**src/rtl/fifo_sync_param.sv**
```systemverilog
// Parametrised single-clock FIFO with count, full/empty and almost flags, registered read data and an illegal-access error flag.
// Read latency 1 cycle; rejected reads and writes leave the FIFO unchanged. FIFO_STICKY_ERR_EN makes error hold until reset.
module fifo_sync_param #(
    parameter int WIDTH    = 8,
    parameter int DEPTH    = 8,
    parameter int AF_LEVEL = DEPTH - 1,
    parameter int AE_LEVEL = 1
) (
    input  logic                     clk,
    input  logic                     rst_n,
    input  logic                     wen,
    input  logic                     ren,
    input  logic [WIDTH-1:0]         din,
    output logic [WIDTH-1:0]         dout,
    output logic                     full,
    output logic                     empty,
    output logic                     almost_full,
    output logic                     almost_empty,
    output logic [$clog2(DEPTH):0]   count,
    output logic                     error
);
    localparam int PW = $clog2(DEPTH);
    localparam int CW = PW + 1;
    localparam logic [CW-1:0] DEPTH_C = CW'(DEPTH);
    localparam logic [CW-1:0] AF_C    = CW'(AF_LEVEL);
    localparam logic [CW-1:0] AE_C    = CW'(AE_LEVEL);

    logic [WIDTH-1:0] mem_q [DEPTH];
    logic [PW-1:0]    wptr_q, wptr_d, rptr_q, rptr_d;
    logic [CW-1:0]    count_q, count_d;
    logic [WIDTH-1:0] dout_q, dout_d;
    logic             error_q, error_d;
    logic             full_q, full_d, empty_q, empty_d;
    logic             af_q, af_d, ae_q, ae_d;
    logic             do_wr, do_rd, illegal;

    always_comb begin
        // Full implies non-empty, so a paired read always frees the slot being written.
        do_rd   = ren && !empty_q;
        do_wr   = wen && (!full_q || ren);
        illegal = (ren && empty_q) || (wen && full_q && !ren);

        wptr_d  = wptr_q;
        rptr_d  = rptr_q;
        count_d = count_q;
        dout_d  = dout_q;

        if (do_wr) begin
            wptr_d = wptr_q + PW'(1);
        end
        if (do_rd) begin
            rptr_d = rptr_q + PW'(1);
            dout_d = mem_q[rptr_q];
        end

        case ({do_wr, do_rd})
            2'b10:   count_d = count_q + CW'(1);
            2'b01:   count_d = count_q - CW'(1);
            default: count_d = count_q;
        endcase

        full_d  = (count_d == DEPTH_C);
        empty_d = (count_d == '0);
        af_d    = (count_d >= AF_C);
        ae_d    = (count_d <= AE_C);

`ifdef FIFO_STICKY_ERR_EN
        error_d = error_q || illegal;
`else
        error_d = illegal;
`endif
    end

    always_ff @(posedge clk) begin
        if (do_wr) begin
            mem_q[wptr_q] <= din;
        end
    end

    always_ff @(posedge clk or negedge rst_n) begin
        if (!rst_n) begin
            wptr_q  <= '0;
            rptr_q  <= '0;
            count_q <= '0;
            dout_q  <= '0;
            error_q <= 1'b0;
            full_q  <= 1'b0;
            empty_q <= 1'b1;
            af_q    <= (AF_LEVEL == 0);
            ae_q    <= 1'b1;
        end else begin
            wptr_q  <= wptr_d;
            rptr_q  <= rptr_d;
            count_q <= count_d;
            dout_q  <= dout_d;
            error_q <= error_d;
            full_q  <= full_d;
            empty_q <= empty_d;
            af_q    <= af_d;
            ae_q    <= ae_d;
        end
    end

    assign dout         = dout_q;
    assign count        = count_q;
    assign full         = full_q;
    assign empty        = empty_q;
    assign almost_full  = af_q;
    assign almost_empty = ae_q;
    assign error        = error_q;
endmodule

```
**config.mk**
```make
export PLATFORM = sky130hd
export DESIGN_NAME = fifo_sync_param
export DESIGN_NICKNAME = d
export VERILOG_FILES = /design/src/rtl/fifo_sync_param.sv
export SDC_FILE = /design/constraint.sdc
export NUM_CORES = 1
export LEC_CHECK = 0
export ABC_AREA = 1
export BUFFER_PORTS_ARGS = -buffer_cell sky130_fd_sc_hd__buf_2
export CORE_MARGIN = 2
export CORE_UTILIZATION = 40
export CTS_CLUSTER_DIAMETER = 60
export DETAILED_ROUTE_END_ITERATION = 8
export REMOVE_ABC_BUFFERS = 1
export SETUP_SLACK_MARGIN = 0.3
export SLEW_MARGIN = 20
export SYNTH_ARGS = -nofsm -noshare
export SYNTH_HDL_FRONTEND = slang
export SYNTH_SLANG_ARGS = --single-unit
```
**constraint.sdc**
```tcl
create_clock -name clk -period 1.8 [get_ports clk]
set_input_delay 0.45 -clock clk [delete_from_list [all_inputs] [get_ports clk]]
set_output_delay 0.45 -clock clk [all_outputs]
set_load 0.03 [all_outputs]
```
==> results of run 1 <==
-- power by group --
| group | total (W) | switching (W) | internal [W] |
|---|---|---|---|
| Combinational | 0.00327 | 0.00206 | 0.00121 |
| Sequential | 0.00286 | 0.000229 | 0.00263 |
| Clock | 0.00138 | 0.000723 | 0.000655 |
-- worst max-delay path: stages, from the launching register on --
cell and delay, ns:
dfstp_2 0.56, inv_4 0.05, nand3_2 0.06, nand2_1 0.06
nand2_2 0.07, inv_2 0.05, ha_4 0.15, a21oi_2 0.12
inv_1 0.06, nand2_1 0.08, nand3_2 0.11, nand3_2 0.11
nor2_1 0.05
-- path summary, 6_finish.rpt --
path                            startpoint          end  slack, ns
worst max-delay path                 empty         full       0.17
worst min-delay path                 rst_n      dout[1]       0.09
worst max register to register       empty         full       0.17
worst min register to register     dout[7]      dout[7]       0.48
max in group asynchronous            rst_n     count[1]       1.28
min in group clk                    din[0]  mem_q[7][0]       0.36
-- layer usage --
layer  up-vias  routed length, µm  track usage [%]
met5         -                  0                0
met4         0                318             8.12
met3        26                413             5.25
met2        62               3660             27.2
met1      1179               3560             23.3
li1       1155                  -                -
-- sequential cells by signal, indices dropped and copies added, names as in the netlist --
register and cells:
almost_empty 1, almost_full 1, count 4, dout 8, empty 1, error 1, full 1, mem_q 64
rptr_q 3, wptr_q 3
-- cells by family after synthesis --
group | synth area share, %
DFF | 71.4
and+or+nand+nor | 12.9
buffers and inverters | 3.29
adders and majority gates | 1.43
xor gates and xnor gates | 1.25
AOI/OAI and AO/OA | 9.69
-- final cells by class --
| type | instances | area share (%) |
|---|---|---|
| Multi-Input combinational cell | 172 | 23.5 |
| Clock inverter | 7 | 1.77 |
| Clock buffer | 9 | 2.78 |
| Sequential cell | 87 | 56.2 |
| Inverter | 20 | 1.80 |
| Timing Repair Buffer | 65 | 10.8 |
| Tap cell | 108 | 3.04 |
-- cells in the mapped netlist, types with 3 or more instances --
cell type / number / area (µm²)
nand2_1: 40 / 150
inv_1: 17 / 63.8
nand3_1: 12 / 60.1
edfxtp_1: 64 / 1920
nor2_1: 46 / 173
nand4_1: 3 / 18.8
o21ai_0: 35 / 175
clkbuf_1: 8 / 30.0
ha_1: 4 / 50.1
dfrtp_1: 21 / 526
o221ai_1: 15 / 131
xor2_1: 5 / 43.8
-- through the flow --
step / util [%] / hold slack, ns / total power (W) / cell area [µm²] / instances
floorplan: - / 0.154 / 0.00449 / 3460 / 279
global placement: 45.7 / 0.459 / 0.00544 / 3930 / 441
detailed placement: 45.7 / 0.462 / 0.00548 / 3930 / 441
CTS: 50.3 / 0.105 / 0.00720 / 4330 / 465
global route: 51.8 / 0.116 / 0.00798 / 4450 / 468
finish: 51.8 / 0.0885 / 0.00750 / 4450 / 468
-- timing repair --
item / in CTS / in global routing
pin swaps: 14 / 14
gates cloned: 0 / 0
setup buffers: 8 / 3
endpoints found under the setup margin: 42 / 67
gates resized for setup: 36 / 31
==> results_dict.tcl, run 1 <==
set metrics [dict create \
    htree_levels 3 \
    setup_viol 0 \
    grt_pass1_vias 2454 \
    fin_nets 371 \
    drc_errors 0 \
    peakVddDrop_uv 624 \
    postSynthCellCount 289 \
    final_hold_viol_count 0 \
    final-seq-area_um2 2500 \
    syn_avg_cell_area_um2 12.1 \
    final_cell_mix "edfxtp_1, nor2_1, nand2_1, o21ai_0" \
    clk_latency_ns 0.36 \
    grt_start_max_net_pins 34 \
    worstSetupEndpointType "flop" \
    finClkSkew_ns 0.0119 \
    min-delay-path-class "input port to async pin" \
    gp_congestion 0.857 \
    cp.required_ns 2.05 \
    crit_arrival_ns 1.89 \
    synth_cell_types 25 \
    worstSetupPathType "flop to flop" \
    yosysSeqAreaShare_pct 71.4 \
    routed_wl_um 7960 \
    cts_tree "built" \
    dp_slack_ns -0.126 \
    port_buffers 28 \
    cts_buffers 9 \
    status "finished clean" \
    synthArstFlopShare_pct 26.4 \
    root_buffer "clkbuf_8" \
    ys_seq_elements 87 \
    slew_headroom_pct 60.1 \
    rsz0062_at_grt "true" \
    avgRoutedWirePerCell_um 17.0 \
    synth-main-ff-cell "edfxtp_1" \
    power_density_nw_per_um2 1690 \
    layout_commonest_cell "edfxtp_1" \
    multi_input_area_um2 1050 \
    dieArea_um2 9520 \
    fp.dieH_um 97.6 \
    n_fill_cell 739 \
    clockBufferDepth 2 \
    ant_nets 0 \
    drt-pass1-iter-count 4 \
    cts.sinks 87 \
    grt_antenna_before_repair 0 \
    reg2reg_depth 12 \
    area_growth_syn_to_layout_pct 27.1 \
    drt_iter0_drc 124 \
    post_route_cells_drive_above_1_share_pct 35.0 \
    cts.hold.buffers_added 0 \
    syn-cell-area_um2 3500 \
    yosysWarnings 0 \
    fmax_ghz 0.612 \
    grtUsageTotal_pct 17.7 \
    timing.setup.tns_ns 0 \
    dp_hpwl_um 4860 \
    via_count 2422 \
    leakage_nw 1.73 \
    clkTransAtPathRegs_ns 0.09 \
    timing.final.crit_period_ns 1.63 \
    cp-start-kind "flop" \
    worstMarginPinSlew_ns 0.599 \
    grt_pass1_wl_um 12800 \
    diodes 0 \
    min_period_over_period_pct 90.8 \
    synth-edff-count 64 \
    fp.dieW_um 97.6 \
    start_util_pct 40.7 \
    crit_fanout 3 \
    max_cap_violations 0 \
    timing.final.ws_setup_ns 0.166 \
    via_per_inst 5.18 \
    slew_viol_final 0 \
    grt-ovfl-total 0 \
    core_um2 8590 \
    io_pins 29 \
    rows 34 \
]
No activity file was read; power rests on OpenSTA's default activity.
==> run 2: changes to the inputs <==
- clock period: 1.8 -> 1.4 ns (I/O delays scaled with it)
==> results_dict.tcl, run 2 (same netlist as run 1, synthesis figures left out) <==
set metrics [dict create \
    via_per_inst 5.33 \
    root_buffer "clkbuf_8" \
    layout_commonest_cell "edfxtp_1" \
    crit_fanout 3 \
    fin_nets 400 \
    status "finished with violations" \
    core_um2 8590 \
    gr-usage-met2_pct 34.5 \
    drc_errors 0 \
    critPathLaunch "empty" \
    cp.required_ns 1.67 \
    n_fill_cell 654 \
    area_growth_syn_to_layout_pct 45.2 \
    dieArea_um2 9520 \
    crit_arrival_ns 1.93 \
    min-delay-path-class "input port to flop" \
    place_area_um2 4040 \
    grt_pass1_vias 2735 \
    grt_start_max_net_pins 24 \
    final_cell_mix "edfxtp_1, buf_6, nor2_1" \
    leakage_nw 2.01 \
    cp-start-kind "flop" \
    peakVddDrop_uv 741 \
    drt-pass1-iter-count 4 \
    violations "negative setup slack" \
    multi_input_area_um2 1220 \
    power_density_nw_per_um2 2240 \
    final-seq-area_um2 2500 \
    htree_levels 3 \
    timing.final.ws_setup_ns -0.263 \
    grt_antenna_before_repair 0 \
    crit_path_end "full" \
    avgRoutedWirePerCell_um 19.7 \
    cts_buffers 9 \
    drt_iter0_drc 195 \
    routed_wl_um 9780 \
    io_pins 29 \
    r2r_end "full" \
    busiest_layer "met2" \
    use_met3_pct 4.53 \
    rows 34 \
    rrSetupSlack_ns -0.26 \
    gp_congestion 0.831 \
    clockBufferDepth 2 \
    port_buffers 28 \
    clkTransAtPathRegs_ns 0.10 \
    min_period_over_period_pct 119 \
    grt-ovfl-total 0 \
    reg2reg_depth 12 \
    grt_use_met1_pct 26.7 \
    slew_headroom_pct 59.2 \
    grtUsageTotal_pct 20.9 \
    worstSetupPathType "flop to flop" \
    post_route_cells_drive_above_1_share_pct 46.0 \
    max_cap_violations 0 \
    final_hold_viol_count 0 \
    fp.dieH_um 97.6 \
    grt_pass1_wl_um 14800 \
    clk_latency_ns 0.37 \
    start_util_pct 40.7 \
    r2r-start "empty" \
    fp.dieW_um 97.6 \
    fmax_ghz 0.601 \
    diodes 0 \
    top_register "mem_q" \
    worstSetupEndpointType "flop" \
    ant_nets 0 \
    slew_viol_final 0 \
    rsz0062_at_grt "true" \
    worstMarginPinSlew_ns 0.612 \
    setup_viol 84 \
    dp_hpwl_um 5150 \
    via_count 2649 \
    finClkSkew_ns 0.0152 \
    cts.sinks 87 \
    stdcell_area_um2 5080 \
    largest_reg_flops 64 \
    timing.final.crit_period_ns 1.66 \
    cts_tree "built" \
    hold_ws_ns 0.248 \
]
==> run 2: changes by cell type in the layout (fill, tap and decap cells not counted), sizes merged <==
cell | previous run | this run
buf | 64 | 93
bufinv | 1 | 0
clkinv | 3 | 4
clkinvlp | 2 | 1
dlygate4sd3 | 0 | 1
==> run 2: final cells by class <==
type,count,share of cell area (%)
clock inverters,6,0.861
well taps,108,2.66
flip-flops and latches,87,49.2
multi-input cells,172,24.0
repair buffers,94,19.2
inverters,20,1.62
clock buffers,10,2.51
==> run 2: layer usage <==
metal  vias to the layer above  wire length [µm]
met2                        78              4900
met4                         0               256
met3                        20               462
li1                       1217                 -
met1                      1334              4160
met5                         -                 0
==> run 2: worst min-delay path by stage <==
stage,startpoint,endpoint,slack [ns],cells after the start
global route,din[7],mem_q[7][7],0.25,1
global placement,rst_n,count[3],0.39,1
detailed placement,rst_n,dout[5],0.39,1
CTS,wen,error,0.24,3
finish,din[1],mem_q[5][1],0.25,1
floorplan,rst_n,almost_full,0.05,0
==> run 2: power by group <==
group	switching [W]	leakage (nW)	internal [W]	total, W
sequential	0.000332	0.856	0.00338	0.00371
combinational	0.00333	1.06	0.00275	0.00609
clock	0.000932	0.0870	0.000655	0.00159
==> run 2: what timing repair did <==
item,in CTS,in global routing
endpoints found under the hold margin,4,0
hold buffers,1,0
pin swaps,14,13
buffers inserted,14,9
cloned,5,0
resized for setup,135,32
endpoints found under the setup margin,101,104
==> run 2: worst max-delay path, stage by stage (launching register included) <==
cell     delay [ns]
dfstp_2        0.55
inv_2          0.05
nand3_2        0.07
nand2_2        0.06
nand2_2        0.07
inv_2          0.05
ha_4           0.16
a21oi_4        0.13
inv_1          0.07
nand2_1        0.09
nand3_2        0.12
nand3_2        0.12
nor2_1         0.05
==> run 2: metrics by stage <==
| step | utilization (%) | total power [W] | TNS [ns] | setup slack [ns] | std cells |
|---|---|---|---|---|---|
| after detailed placement | 47.0 | 0.00733 | -17.09 | -0.433 | 452 |
| after floorplan | - | 0.00577 | -28.81 | -0.664 | 279 |
| after CTS | 57.1 | 0.0107 | -4.01 | -0.227 | 488 |
| after global routing | 59.2 | 0.0120 | -13.84 | -0.331 | 497 |
| final | 59.2 | 0.0114 | -10.42 | -0.263 | 497 |
| after global placement | 47.0 | 0.00726 | -14.67 | -0.334 | 452 |
